### src/rtl/opll_slot_scheduler.sv
// Slot/stage timebase for the FM operator pipeline, plus the arbiter for the
// second read port of the output memory (mixer has fixed priority over host).
module opll_slot_scheduler #(
    parameter int unsigned CLK_DIV    = 4,
    parameter int unsigned NUM_SLOTS  = 18,
    parameter int unsigned NUM_STAGES = 4
) (
    input  logic        clk,
    input  logic        reset_n,
    input  logic        run,
    output logic        clkena,
    output logic [4:0]  slot,
    output logic [1:0]  stage,
    output logic        frame_start,
    input  logic        mix_req,
    input  logic [4:0]  mix_slot,
    output logic        mix_valid,
    output logic [9:0]  mix_data,
    input  logic        host_req,
    input  logic [4:0]  host_slot,
    output logic        host_ack,
    output logic [9:0]  host_data,
    output logic [4:0]  maddr,
    input  logic [9:0]  mdata
);

    localparam int unsigned DIV_W   = (CLK_DIV > 1) ? $clog2(CLK_DIV) : 1;
    localparam int unsigned SLOT_W  = 5;
    localparam int unsigned STAGE_W = 2;

    typedef enum logic [1:0] {
        TAG_NONE = 2'd0,
        TAG_MIX  = 2'd1,
        TAG_HOST = 2'd2
    } tag_t;

    logic [DIV_W-1:0]   div_q;
    logic               div_wrap_c;
    logic [SLOT_W-1:0]  slot_nxt_c;
    logic [STAGE_W-1:0] stage_nxt_c;

    tag_t              tag1_q;
    tag_t              tag2_q;
    tag_t              grant_tag_c;
    logic [SLOT_W-1:0] grant_addr_c;
    logic              busy_q;

    assign div_wrap_c = (div_q == DIV_W'(CLK_DIV - 1));

    // Position the pipeline moves to when the current strobe is consumed.
    always_comb begin
        slot_nxt_c  = slot;
        stage_nxt_c = stage;
        if (clkena) begin
            if (stage == STAGE_W'(NUM_STAGES - 1)) begin
                stage_nxt_c = '0;
                slot_nxt_c  = (slot == SLOT_W'(NUM_SLOTS - 1)) ? '0 : slot + SLOT_W'(1);
            end else begin
                stage_nxt_c = stage + STAGE_W'(1);
            end
        end
    end

    // Divider, strobe and slot/stage registers; run=0 freezes the divider only,
    // so a strobe already issued is still consumed and nothing is skipped.
    always_ff @(posedge clk or negedge reset_n) begin
        if (!reset_n) begin
            div_q       <= '0;
            clkena      <= 1'b0;
            frame_start <= 1'b0;
            slot        <= '0;
            stage       <= '0;
        end else begin
            slot  <= slot_nxt_c;
            stage <= stage_nxt_c;
            if (run) begin
                div_q       <= div_wrap_c ? '0 : div_q + DIV_W'(1);
                clkena      <= div_wrap_c;
                frame_start <= div_wrap_c && (slot_nxt_c == '0) && (stage_nxt_c == '0);
            end else begin
                clkena      <= 1'b0;
                frame_start <= 1'b0;
            end
        end
    end

    // Grant decision: mixer always wins, host only when no host read is in flight.
    always_comb begin
        grant_tag_c  = TAG_NONE;
        grant_addr_c = maddr;
        if (mix_req) begin
            grant_tag_c  = TAG_MIX;
            grant_addr_c = mix_slot;
        end else if (host_req && !busy_q) begin
            grant_tag_c  = TAG_HOST;
            grant_addr_c = host_slot;
        end
    end

    // Two-stage tag pipeline matching the memory's one-cycle read latency.
    always_ff @(posedge clk or negedge reset_n) begin
        if (!reset_n) begin
            maddr     <= '0;
            tag1_q    <= TAG_NONE;
            tag2_q    <= TAG_NONE;
            busy_q    <= 1'b0;
            mix_valid <= 1'b0;
            mix_data  <= '0;
            host_ack  <= 1'b0;
            host_data <= '0;
        end else begin
            maddr     <= grant_addr_c;
            tag1_q    <= grant_tag_c;
            tag2_q    <= tag1_q;
            mix_valid <= (tag2_q == TAG_MIX);
            host_ack  <= (tag2_q == TAG_HOST);
            if (grant_tag_c == TAG_HOST) begin
                busy_q <= 1'b1;
            end
            if (tag2_q == TAG_MIX) begin
                mix_data <= mdata;
            end
            if (tag2_q == TAG_HOST) begin
                host_data <= mdata;
                busy_q    <= 1'b0;
            end
        end
    end

endmodule

### config.mk
export PLATFORM = sky130hd
export DESIGN_NAME = opll_slot_scheduler
export DESIGN_NICKNAME = d
export VERILOG_FILES = /design/src/rtl/opll_slot_scheduler.sv
export SDC_FILE = /design/constraint.sdc
export NUM_CORES = 1
export LEC_CHECK = 0
export BUFFER_PORTS_ARGS = -buffer_cell sky130_fd_sc_hd__buf_2
export CAP_MARGIN = 20
export CORE_MARGIN = 4
export CORE_UTILIZATION = 45
export DETAILED_ROUTE_END_ITERATION = 8
export PLACE_DENSITY_LB_ADDON = 0.2
export RECOVER_POWER = 50
export SYNTH_ARGS = -nofsm -noshare
export SYNTH_HDL_FRONTEND = slang
export SYNTH_SLANG_ARGS = --single-unit
### constraint.sdc
create_clock -name clk -period 2.7 [get_ports clk]
set_clock_uncertainty 0.1 [all_clocks]
set_input_delay 0.27 -clock clk [delete_from_list [all_inputs] [get_ports clk]]
set_output_delay 0.27 -clock clk [all_outputs]
set_load 0.02 [all_outputs]
==> metrics.txt <==
# TYPE chip_impl_metric gauge
chip_impl_info{name="status",value="completed"} 1
chip_impl_metric{name="dieWidth",unit="um"} 69.99
chip_impl_info{name="min-delay-path-class",value="in -> async"} 1
chip_impl_metric{name="cts_repair_resizes",unit=""} 0
chip_impl_metric{name="final.fill_count",unit=""} 335
chip_impl_metric{name="clock_sinks",unit=""} 43
chip_impl_metric{name="setup_violations",unit=""} 0
chip_impl_metric{name="fin_worst_hold_slack",unit="ps"} 17.00
chip_impl_metric{name="initial_antenna_violation_count",unit=""} 0
chip_impl_metric{name="layout-drive-gt1-share",unit="%"} 43.68
chip_impl_metric{name="final_net_count",unit=""} 219
chip_impl_metric{name="powerDensity",unit="nW/um^2"} 940.6
chip_impl_metric{name="area.growth.synth_to_final",unit="%"} 24.31
chip_impl_metric{name="timing.slew.headroom",unit="%"} 39.16
chip_impl_metric{name="critical_path.n_buffers_inverters",unit=""} 0
chip_impl_metric{name="met2WireLength",unit="um"} 1638
chip_impl_metric{name="final.min_clock_period",unit="ps"} 1669
chip_impl_info{name="grt_setup_unrepaired",value="false"} 1
chip_impl_metric{name="antenna_cells_inserted",unit=""} 0
chip_impl_metric{name="postSynthCellCount",unit=""} 126
chip_impl_metric{name="final-max-slew-violation-count",unit=""} 0
chip_impl_metric{name="m1WireLength",unit="um"} 1279
chip_impl_metric{name="area_enclosed_by_the_die_boundary",unit="um^2"} 4899
chip_impl_info{name="critical_path.endpoint_type",value="flip-flop"} 1
chip_impl_metric{name="cts_inserted_buffers",unit=""} 5
chip_impl_metric{name="vdd_drop_max",unit="mV"} 0.4328
chip_impl_metric{name="cts-htree-levels",unit=""} 2
chip_impl_info{name="reg2reg_to",value="frame_start"} 1
chip_impl_metric{name="num_vias",unit=""} 1176
chip_impl_metric{name="power.clock.fraction",unit="%"} 19.6
chip_impl_metric{name="yosysWarningCount",unit=""} 0
chip_impl_metric{name="finalHoldViolCount",unit=""} 0
chip_impl_metric{name="cts_max_path_bufs",unit=""} 2
chip_impl_info{name="start_kind",value="flip-flop"} 1
chip_impl_info{name="worst_path_cell_chain",value="ha_1 > and4bb_1 > or3_1 > o211ai_1 > nor4_2"} 1
chip_impl_info{name="timing.setup.critical_path_class",value="reg -> reg"} 1
chip_impl_metric{name="total_leakage_power",unit="nW"} 1.082
chip_impl_info{name="tritoncts_clock_tree",value="built"} 1
chip_impl_metric{name="placement.io_buffers",unit=""} 60
chip_impl_metric{name="worstPathArrival",unit="ps"} 1730
chip_impl_metric{name="syn_area",unit="um^2"} 1729
chip_impl_metric{name="grt.total_usage",unit="%"} 14.02
chip_impl_metric{name="maximum_number_of_pins_on_one_net_before_global_route_repair",unit=""} 44
chip_impl_metric{name="critical_path_max_stage_delay",unit="ps"} 440
chip_impl_metric{name="final.period_utilization",unit="%"} 61.80
chip_impl_metric{name="part_of_the_power_in_combinational_logic",unit="%"} 34.4
chip_impl_metric{name="hpwlAfterDp",unit="um"} 2395
chip_impl_metric{name="routed_via_density",unit=""} 4.941
chip_impl_info{name="synth.cells.most_frequent",value="43 x dfrtp_1, 23 x mux2_2, 10 x nand2_1"} 1
chip_impl_metric{name="synth_largest_type_area_fraction",unit="%"} 62.23
chip_impl_info{name="cts-root-buf",value="clkbuf_8"} 1
chip_impl_metric{name="core_region_area",unit="um^2"} 3689
chip_impl_metric{name="globalplace.congestion",unit=""} 0.8247
chip_impl_metric{name="finalWirelength",unit="um"} 3213
chip_impl_metric{name="placement_row_count",unit=""} 22
chip_impl_metric{name="wl_per_cell",unit="um"} 13.50
chip_impl_metric{name="top_ports",unit=""} 61
chip_impl_info{name="post_synth_main_area_contributors",value="dfrtp_1 62%, mux2_2 15%, mux2i_1 3.5%, ha_1 2.9%, nand2_1 2.2%"} 1
chip_impl_metric{name="grt_pass1_wl",unit="um"} 5457
chip_impl_metric{name="pwr-share-seq",unit="%"} 46.1
chip_impl_metric{name="clkSlewWorstSetupHoldPaths",unit="ps"} 70
chip_impl_metric{name="layoutNonFillerInstCount",unit=""} 238
chip_impl_metric{name="post_synth.cell_area_avg",unit="um^2"} 13.72
chip_impl_metric{name="die_span_in_y",unit="um"} 69.99
chip_impl_metric{name="postSynthNetCount",unit=""} 155
chip_impl_metric{name="initial_core_util",unit="%"} 46.88
chip_impl_metric{name="switchingPower",unit="mW"} 0.7036
chip_impl_metric{name="antenna_left",unit=""} 0
chip_impl_metric{name="post_cts_hold_buffer_count",unit=""} 0
chip_impl_metric{name="timing.reg2reg.worst_path_depth",unit=""} 5
chip_impl_info{name="top_signal_layer_used",value="met4"} 1
chip_impl_metric{name="cap_violations",unit=""} 0
chip_impl_metric{name="reg2reg_setup_slack",unit="ps"} 1030
chip_impl_metric{name="critical_path_required",unit="ps"} 2760
chip_impl_metric{name="postLayoutCoreUtil",unit="%"} 58.28
chip_impl_metric{name="internal_cell_power",unit="mW"} 1.318
chip_impl_metric{name="synth.ff_latch_count",unit=""} 43
chip_impl_metric{name="grt_overflow_total",unit=""} 0
chip_impl_metric{name="cts_setup_buffers",unit=""} 0
chip_impl_info{name="slowest_stage",value="dfrtp_1"} 1
chip_impl_metric{name="cp.depth",unit=""} 5
chip_impl_metric{name="clock_insertion_delay_worst_skew",unit="ps"} 280
chip_impl_metric{name="p_total",unit="mW"} 2.022
chip_impl_metric{name="synth.distinct_cells",unit=""} 27
chip_impl_metric{name="tightest_slew",unit="ps"} 912.6
chip_impl_metric{name="clock.fmax",unit="GHz"} 0.5993
chip_impl_info{name="synth_top_cell_by_area",value="dfrtp_1"} 1
chip_impl_metric{name="numPlacedInstances",unit=""} 231
chip_impl_metric{name="number_of_synthesized_flops_with_an_enable_pin",unit=""} 0
chip_impl_metric{name="synth_sequential_area_ratio",unit="%"} 62.23
chip_impl_metric{name="synthArstFlopShare",unit="%"} 100.0
chip_impl_metric{name="drt_first_iter_violations",unit=""} 64
chip_impl_info{name="worst_path_dominant_cell_family",value="simple AND/OR/NAND/NOR gates"} 1
chip_impl_info{name="worst_setup_path_start",value="slot[0]"} 1
chip_impl_metric{name="worst-path-max-fanout",unit=""} 6
chip_impl_info{name="yosys.cell_count.top_type",value="dfrtp_1"} 1
chip_impl_info{name="yosys_most_used_dff",value="dfrtp_1"} 1
chip_impl_info{name="cp-endpoint",value="frame_start"} 1
chip_impl_metric{name="grt_pass1_vias",unit=""} 1256
chip_impl_metric{name="swShare",unit="%"} 34.80
chip_impl_metric{name="tns",unit="ps"} 0
chip_impl_info{name="startpoint_of_the_most_critical_register_to_register_path",value="slot[0]"} 1
chip_impl_metric{name="remaining_drc_errors",unit=""} 0
chip_impl_metric{name="drt_first_pass_iters",unit=""} 4
chip_impl_metric{name="wl_met3",unit="um"} 257
registers in the layout, summed over array words and instances, names as in the netlist, 2 cells and up:
| register | flops |
|---|---|
| div_q | 2 |
| host_data | 10 |
| maddr | 5 |
| mix_data | 10 |
| slot | 5 |
| stage | 2 |
| tag1_q | 2 |
| tag2_q | 2 |
layout make-up:
| class | count | area [um^2] | area share [%] |
|---|---|---|---|
| clock buffers | 6 | 82.58 | 3.842 |
| multi-input cells | 77 | 626.9 | 29.16 |
| flip-flops and latches | 43 | 1076 | 50.06 |
| well taps | 48 | 60.06 | 2.794 |
| inverters | 2 | 7.507 | 0.3492 |
| clock inverters | 1 | 5.005 | 0.2328 |
| repair buffers | 61 | 291.5 | 13.56 |
cell usage in the layout, fill, tap and decap left out, types with 2 or more instances in the layout:
cell,count
nand3b_1,2
o21ai_0,5
clkbuf_8,6
mux2i_1,6
nor2_1,7
dfrtp_1,43
nand2b_1,3
nand4b_1,2
nor2b_1,2
inv_1,2
clkbuf_1,11
mux2_2,23
buf_2,50
ha_1,4
nand2_1,10
cell families after synthesis:
logic type	after synthesis	synth area share, %
adders and majority gates	4	2.894
xor gates and xnor gates	1	0.5066
DFF	43	62.23
and+or+nand+nor	34	10.93
AOI/OAI and AO/OA	8	2.605
muxes	30	19.32
buffers and inverters	6	1.519
per-stage QoR:
stage | cell area (um^2) | setup slack [ps]
2_1_floorplan | 1729 | 1063
3_3_place_gp | 2078 | 1129
3_5_place_dp | 2078 | 1066
4_1_cts | 2166 | 1036
5_1_grt | 2150 | 929.1
6_report | 2150 | 1031
layer usage:
metal / vias to the layer above / GRT usage, %
met5: - / 0
met1: 572 / 15.20
met2: 41 / 24.45
met4: 0 / 7.021
met3: 4 / 4.460
li1: 559 / -
how the worst min path moves through the flow:
stage	start	depth (start not counted)	end
finish	reset_n	1	slot[4]
global route	mix_slot[3]	3	maddr[3]
CTS	reset_n	1	slot[3]
detailed placement	tag1_q[0]	0	tag2_q[0]
global placement	tag1_q[1]	0	tag2_q[1]
floorplan	reset_n	0	busy_q
power groups by stage:
stage	sequential, mW	combinational [mW]	clock, mW
3_3_place_gp	0.930	0.689	0
5_1_grt	0.959	0.755	0.434
6_report	0.931	0.695	0.396
2_1_floorplan	1.12	0.281	0
4_1_cts	0.933	0.717	0.414
3_5_place_dp	0.943	0.719	0
(Power assumes the default switching activity.)
